===== config.mk =====
export PLATFORM = sky130hd
export DESIGN_NAME = inc_req_seq_flat
export DESIGN_NICKNAME = d
export VERILOG_FILES = /design/src/rtl/inc_req_seq_pkg.sv /design/src/rtl/inc_req_seq_if.sv /design/src/rtl/inc_gap_timer.sv /design/src/rtl/inc_req_seq.sv /design/src/flat_wrapper.sv
export SDC_FILE = /design/constraint.sdc
export NUM_CORES = 1
export LEC_CHECK = 0
export CAP_MARGIN = 5
export CELL_PAD_IN_SITES_DETAIL_PLACEMENT = 1
export CELL_PAD_IN_SITES_GLOBAL_PLACEMENT = 2
export CORE_ASPECT_RATIO = 0.6
export CORE_MARGIN = 10
export CORE_UTILIZATION = 36
export CTS_BUF_LIST = sky130_fd_sc_hd__clkbuf_16
export CTS_CLUSTER_DIAMETER = 100
export DETAILED_ROUTE_END_ITERATION = 12
export PLACE_DENSITY = 0.81
export SLEW_MARGIN = 30
export SYNTH_ARGS = -nofsm -noshare
export SYNTH_HDL_FRONTEND = slang
export SYNTH_SLANG_ARGS = --single-unit

===== constraint.sdc =====
create_clock -name clk -period 4.3 [get_ports clk]
set_input_delay 1.29 -clock clk [delete_from_list [all_inputs] [get_ports clk]]
set_output_delay 1.29 -clock clk [all_outputs]
set_load 0.03 [all_outputs]

===== src/rtl/inc_req_seq_pkg.sv =====
// Shared types and default widths for the increment-request sequencer.
package inc_seq_pkg;
   localparam int CNT_W_DEF = 8;
   localparam int GAP_W_DEF = 4;
   localparam int OUT_W_DEF = 2;

   typedef enum logic [1:0] {
      ST_IDLE  = 2'd0,
      ST_PULSE = 2'd1,
      ST_GAP   = 2'd2,
      ST_DONE  = 2'd3
   } state_e;
endpackage


===== src/rtl/inc_req_seq_if.sv =====
// Command handshake bundle: the upstream agent drives a (count, gap) command over valid/ready.
interface inc_req_seq_if #(
   parameter int CNT_W = 8,
   parameter int GAP_W = 4
) ();
   logic             cmd_valid;
   logic             cmd_ready;
   logic [CNT_W-1:0] cmd_count;
   logic [GAP_W-1:0] cmd_gap;

   modport master (output cmd_valid, cmd_count, cmd_gap, input cmd_ready);
   modport slave  (input cmd_valid, cmd_count, cmd_gap, output cmd_ready);
endinterface


===== src/rtl/inc_gap_timer.sv =====
// Loadable down-counter timing the low cycles between increment pulses.
module inc_gap_timer #(
   parameter int GAP_W = 4
) (
   input  logic             clk,
   input  logic             rst_n,
   input  logic             load,
   input  logic [GAP_W-1:0] load_val,
   input  logic             dec,
   output logic             zero
);
   logic [GAP_W-1:0] val_q, val_d;

   always_comb begin
      val_d = val_q;
      if (load)
         val_d = load_val;
      else if (dec && (val_q != '0))
         val_d = val_q - GAP_W'(1);
   end

   always_ff @(posedge clk or negedge rst_n) begin
      if (!rst_n) val_q <= '0;
      else        val_q <= val_d;
   end

   assign zero = (val_q == '0);
endmodule


===== src/rtl/inc_req_seq.sv =====
// Sequencer emitting trains of single-cycle increment pulses separated by idle gaps.
// Optional shadow counter of the downstream value is enabled with SHADOW_CNT_EN.
module inc_req_seq
   import inc_seq_pkg::*;
#(
   parameter int CNT_W = CNT_W_DEF,
   parameter int GAP_W = GAP_W_DEF,
   parameter int OUT_W = OUT_W_DEF
) (
   input  logic             clk,
   input  logic             rst_n,
   inc_req_seq_if.slave     cmd,
   input  logic             abort,
   output logic             inc_out,
   output logic             busy,
   output logic             done,
   output logic [CNT_W-1:0] pulses_sent,
   output logic [OUT_W-1:0] shadow_val
);
   state_e           state_q, state_d;
   logic [CNT_W-1:0] count_q, count_d;
   logic [GAP_W-1:0] gap_q, gap_d;
   logic [CNT_W-1:0] pulses_q, pulses_d, pulses_inc;
   logic             inc_q, inc_d;
   logic             busy_q, busy_d;
   logic             done_q, done_d;
   logic             tmr_load, tmr_dec, tmr_zero;
   logic [GAP_W-1:0] tmr_val;
   logic             pulse_end;

   // Timer is loaded with gap-1 so the GAP state lasts exactly gap_eff cycles.
   inc_gap_timer #(.GAP_W(GAP_W)) u_gap_timer (
      .clk      (clk),
      .rst_n    (rst_n),
      .load     (tmr_load),
      .load_val (tmr_val),
      .dec      (tmr_dec),
      .zero     (tmr_zero)
   );

   assign pulses_inc = pulses_q + CNT_W'(1);
   assign tmr_val    = gap_q - GAP_W'(1);
   assign pulse_end  = (state_q == ST_PULSE);

   always_comb begin
      state_d  = state_q;
      count_d  = count_q;
      gap_d    = gap_q;
      pulses_d = pulses_q;
      tmr_load = 1'b0;
      tmr_dec  = 1'b0;
      case (state_q)
         ST_IDLE: begin
            if (cmd.cmd_valid) begin
               count_d  = cmd.cmd_count;
               gap_d    = (cmd.cmd_gap == '0) ? GAP_W'(1) : cmd.cmd_gap;
               pulses_d = '0;
               state_d  = (cmd.cmd_count != '0) ? ST_PULSE : ST_DONE;
            end
         end
         ST_PULSE: begin
            // A pulse already on the wire always completes and is counted, even on abort.
            pulses_d = pulses_inc;
            if (abort || (pulses_inc == count_q)) begin
               state_d = ST_DONE;
            end else begin
               state_d  = ST_GAP;
               tmr_load = 1'b1;
            end
         end
         ST_GAP: begin
            if (abort)
               state_d = ST_DONE;
            else if (tmr_zero)
               state_d = ST_PULSE;
            else
               tmr_dec = 1'b1;
         end
         ST_DONE: state_d = ST_IDLE;
         default: state_d = ST_IDLE;
      endcase

      inc_d  = (state_d == ST_PULSE);
      busy_d = (state_d == ST_PULSE) || (state_d == ST_GAP);
      done_d = (state_d == ST_DONE);
   end

   always_ff @(posedge clk or negedge rst_n) begin
      if (!rst_n) begin
         state_q  <= ST_IDLE;
         count_q  <= '0;
         gap_q    <= '0;
         pulses_q <= '0;
         inc_q    <= 1'b0;
         busy_q   <= 1'b0;
         done_q   <= 1'b0;
      end else begin
         state_q  <= state_d;
         count_q  <= count_d;
         gap_q    <= gap_d;
         pulses_q <= pulses_d;
         inc_q    <= inc_d;
         busy_q   <= busy_d;
         done_q   <= done_d;
      end
   end

`ifdef SHADOW_CNT_EN
   logic [OUT_W-1:0] shadow_q, shadow_d;

   // Tracks the downstream counter across commands; only reset clears it.
   always_comb begin
      shadow_d = shadow_q;
      if (pulse_end)
         shadow_d = shadow_q + OUT_W'(1);
   end

   always_ff @(posedge clk or negedge rst_n) begin
      if (!rst_n) shadow_q <= '0;
      else        shadow_q <= shadow_d;
   end

   assign shadow_val = shadow_q;
`else
   logic unused_pulse_end;
   assign unused_pulse_end = pulse_end;
   assign shadow_val       = '0;
`endif

   assign cmd.cmd_ready = (state_q == ST_IDLE);
   assign inc_out       = inc_q;
   assign busy          = busy_q;
   assign done          = done_q;
   assign pulses_sent   = pulses_q;
endmodule


===== src/flat_wrapper.sv =====
// flat-port wrapper written by rule: the top's interface ports become plain ports
module inc_req_seq_flat import inc_seq_pkg::*;
#(
   parameter int CNT_W = CNT_W_DEF,
   parameter int GAP_W = GAP_W_DEF,
   parameter int OUT_W = OUT_W_DEF
)
  (clk, rst_n, abort, inc_out, busy, done, pulses_sent, shadow_val, cmd_cmd_valid, cmd_cmd_count, cmd_cmd_gap, cmd_cmd_ready);
  inc_req_seq_if #(.CNT_W(CNT_W), .GAP_W(GAP_W)) cmd_i ();
  input  logic clk;
  input  logic rst_n;
  input  logic abort;
  output logic inc_out;
  output logic busy;
  output logic done;
  output logic [CNT_W-1:0] pulses_sent;
  output logic [OUT_W-1:0] shadow_val;
  input wire logic [$bits(cmd_i.cmd_valid)-1:0] cmd_cmd_valid;
  input wire logic [$bits(cmd_i.cmd_count)-1:0] cmd_cmd_count;
  input wire logic [$bits(cmd_i.cmd_gap)-1:0] cmd_cmd_gap;
  output wire logic [$bits(cmd_i.cmd_ready)-1:0] cmd_cmd_ready;
  assign cmd_i.cmd_valid = cmd_cmd_valid;
  assign cmd_i.cmd_count = cmd_cmd_count;
  assign cmd_i.cmd_gap = cmd_cmd_gap;
  assign cmd_cmd_ready = cmd_i.cmd_ready;
  inc_req_seq #(.CNT_W(CNT_W), .GAP_W(GAP_W), .OUT_W(OUT_W)) u_core (.clk(clk), .rst_n(rst_n), .cmd(cmd_i), .abort(abort), .inc_out(inc_out), .busy(busy), .done(done), .pulses_sent(pulses_sent), .shadow_val(shadow_val));
endmodule

==> flow_summary.json <==
{
  "root_buffer": "clkbuf_16",
  "total_power_mw": 1.64,
  "cts_made_buffers": 5,
  "worst-setup-path-type": "reg -> out",
  "overflow": 0,
  "crit_cells": 2,
  "cts_tree": "yes",
  "area_growth_pct": 30.1,
  "gp_congestion": 0.787,
  "synth_cell_types": 43,
  "row_count": 18,
  "synth_edf_count": 0,
  "yosysMostFrequentCell": "dfrtp_1",
  "ys_warn_count": 0,
  "path_delay_family": "buffers and inverters",
  "min_period_ns": 3.04,
  "r2r_end": "u_core.u_gap_timer.val_q[2]$_DFFE_PN0P_",
  "diodes": 0,
  "antenna_found_initial": 0,
  "core_um2": 4230,
  "chipHeight_um": 72.2,
  "wire_per_inst_um": 18.6,
  "cts_repair_resize_count": 0,
  "start_util_pct": 38.6,
  "worst_slack_ns": 1.26,
  "drcViolationCount": 0,
  "grt_pass1_wl_mm": 7.60,
  "min_period_over_period_pct": 70.8,
  "dp_cells": 234,
  "critPathBufInv": 1,
  "synth_area_leader_cell": "dfrtp_1",
  "start_kind": "flop",
  "htree_levels": 2,
  "nNetsFinal": 201,
  "postSynth.asyncResetShare_pct": 100,
  "fp.dieW_um": 107,
  "drtAntennaViolNets": 0,
  "crit_chain": "nor2_1 -> clkdlybuf4s50_1",
  "dpl-instance-area_um2": 1960,
  "hold_viol_final": 0,
  "hp-start": "u_core.count_q[1]$_DFFE_PN0P_",
  "first_pass_iters": 4,
  "skew_ns": 0.00320,
  "status": "finished, final reports clean",
  "grt_max_degree": 30,
  "layout-drive-gt1-share_pct": 15.4,
  "hold_end": "u_core.count_q[1]$_DFFE_PN0P_",
  "holdWs_ns": 0.562,
  "worstSetupEndpointType": "primary output",
  "drtIter0Drc": 40,
  "crit_path_max_incr_delay_ns": 0.71,
  "timing.rr.start": "u_core.pulses_sent[2]$_DFFE_PN0P_",
  "worst_slew_pin_slew_ns": 0.765,
  "setup_viol": 0,
  "ios": 30,
  "grt_setup_unrepaired": "false",
  "hold_path.class": "reg -> reg",
  "power_density_nw_per_um2": 770,
  "final_util_pct": 50.2,
  "clockBufferDepth": 2,
  "synth_area_per_cell_um2": 10.8,
  "cts_hold_buf": 0,
  "post-place-ws_ns": 1.04,
  "p_leak_nw": 0.876,
  "synthFlopType": "dfrtp_1",
  "grtUsageTotal_pct": 12.2,
  "max_freq_ghz": 0.328,
  "regToRegSetupSlack_ns": 1.49,
  "fin_tns_setup_ns": 0,
  "grt_pass1_vias": 1387,
  "crit_path_max_fanout": 15,
  "ys_ff_latch": 29,
  "hpwlAfterDp_mm": 3.48,
  "hold_depth": 1,
  "finalMaxSlewViolations": 0,
  "fin_area_um2": 2130,
  "worst_path_max_delay_cell": "clkdlybuf4s50_1",
  "max_cap_viol_count": 0,
  "cp-startpoint": "u_core.state_q[0]$_DFF_PN0_",
  "clkTransAtPathRegs_ns": 0.05,
  "syn-cell-area_um2": 1630,
  "synthTopCellsByCount": "dfrtp_1 (29), mux2_2 (14), nor2_1 (10)",
  "synthCells": 151,
  "cts_setup_buffers": 0,
  "slew-limit-headroom_pct": 49.0,
  "required_ns": 3.01,
  "stdcell_count": 242,
  "wl_mm": 4.51,
  "io_buffer_count": 27,
  "cts_sinks": 29,
  "synthTopCellsByArea": "dfrtp_1 (44%), mux2_2 (9.6%), a22o_1 (3.2%)",
  "reg2reg_depth": 9,
  "die-area_um2": 7720,
  "synth_top_area_share_pct": 44.4,
  "arrival_ns": 1.75,
  "ys_seq_area_share_pct": 44.4,
  "vias": 1302,
  "clk_latency_ns": 0.27,
  "vias_per_cell": 5.38,
  "ir_drop_v": 0.000379
}
[sequential cells by signal, indices dropped and copies added (netlist names)]
| register | cells |
|---|---|
| u_core.done | 1 |
| u_core.pulses_sent | 8 |
| u_core.state_q | 2 |
| u_core.u_gap_timer.val_q | 4 |
| u_core.inc_out | 1 |
| u_core.busy | 1 |
| u_core.gap_q | 4 |
| u_core.count_q | 8 |
[how the worst max path moves through the flow]
stage | endpoint | slack [ns]
after floorplan | u_core.u_gap_timer.val_q[2]$_DFFE_PN0P_ | 1.67
after global placement | u_core.busy$_DFF_PN0_ | 1.16
after detailed placement | u_core.u_gap_timer.val_q[2]$_DFFE_PN0P_ | 1.04
after CTS | cmd_cmd_ready | 1.28
after global routing | u_core.inc_out$_DFF_PN0_ | 1.19
final | cmd_cmd_ready | 1.26
[where the power goes]
| group | leakage, nW | internal [mW] | total (mW) | switching, mW |
|---|---|---|---|---|
| clock network | 0.0775 | 0.271 | 0.395 | 0.124 |
| registers | 0.355 | 0.393 | 0.561 | 0.168 |
| logic | 0.443 | 0.314 | 0.681 | 0.367 |
[area by class of cell]
type / instances / area, um2
Multi-Input combinational cell: 111 / 858
Tap cell: 60 / 75.1
Fill cell: 480 / 2110
Sequential cell: 29 / 726
Inverter: 6 / 22.5
Clock inverter: 3 / 41.3
Timing Repair Buffer: 28 / 278
Clock buffer: 5 / 125
[cell usage in the layout (no fill, tap or decap), types with 2 or more instances in the layout]
| master | instances |
|---|---|
| a21oi_1 | 4 |
| dfrtp_1 | 29 |
| o21ai_0 | 5 |
| a22o_1 | 6 |
| nand3_1 | 2 |
| clkdlybuf4s50_1 | 27 |
| a211o_1 | 2 |
| nand2_1 | 9 |
| o21bai_1 | 2 |
| or4_1 | 3 |
| a311oi_1 | 2 |
| clkbuf_16 | 5 |
| conb_1 | 2 |
| nor3_1 | 7 |
| nor2_1 | 10 |
| inv_1 | 6 |
| xnor2_1 | 6 |
| nand2b_1 | 3 |
| and3_1 | 2 |
| or3_1 | 2 |
| a21o_1 | 3 |
| ha_1 | 4 |
| xor2_1 | 4 |
| mux2i_1 | 2 |
| mux2_2 | 14 |
[cells by family after synthesis]
kind of cell / Yosys count / synth area share [%]
and+or+nand+nor: 43 / 13.7
adders and majority gates: 4 / 3.06
DFF: 29 / 44.4
AOI/OAI and AO/OA: 36 / 19.1
buffers and inverters: 12 / 3.29
other: 1 / 0.229
muxes: 16 / 10.9
xor gates and xnor gates: 10 / 5.36
[routing by layer]
layer | global-route usage [%] | wire, um
met1 | 16.3 | 2270
met2 | 18.3 | 1960
met3 | 4.67 | 255
met4 | 2.09 | 21
met5 | 0 | 0
(Power assumes the default switching activity.)
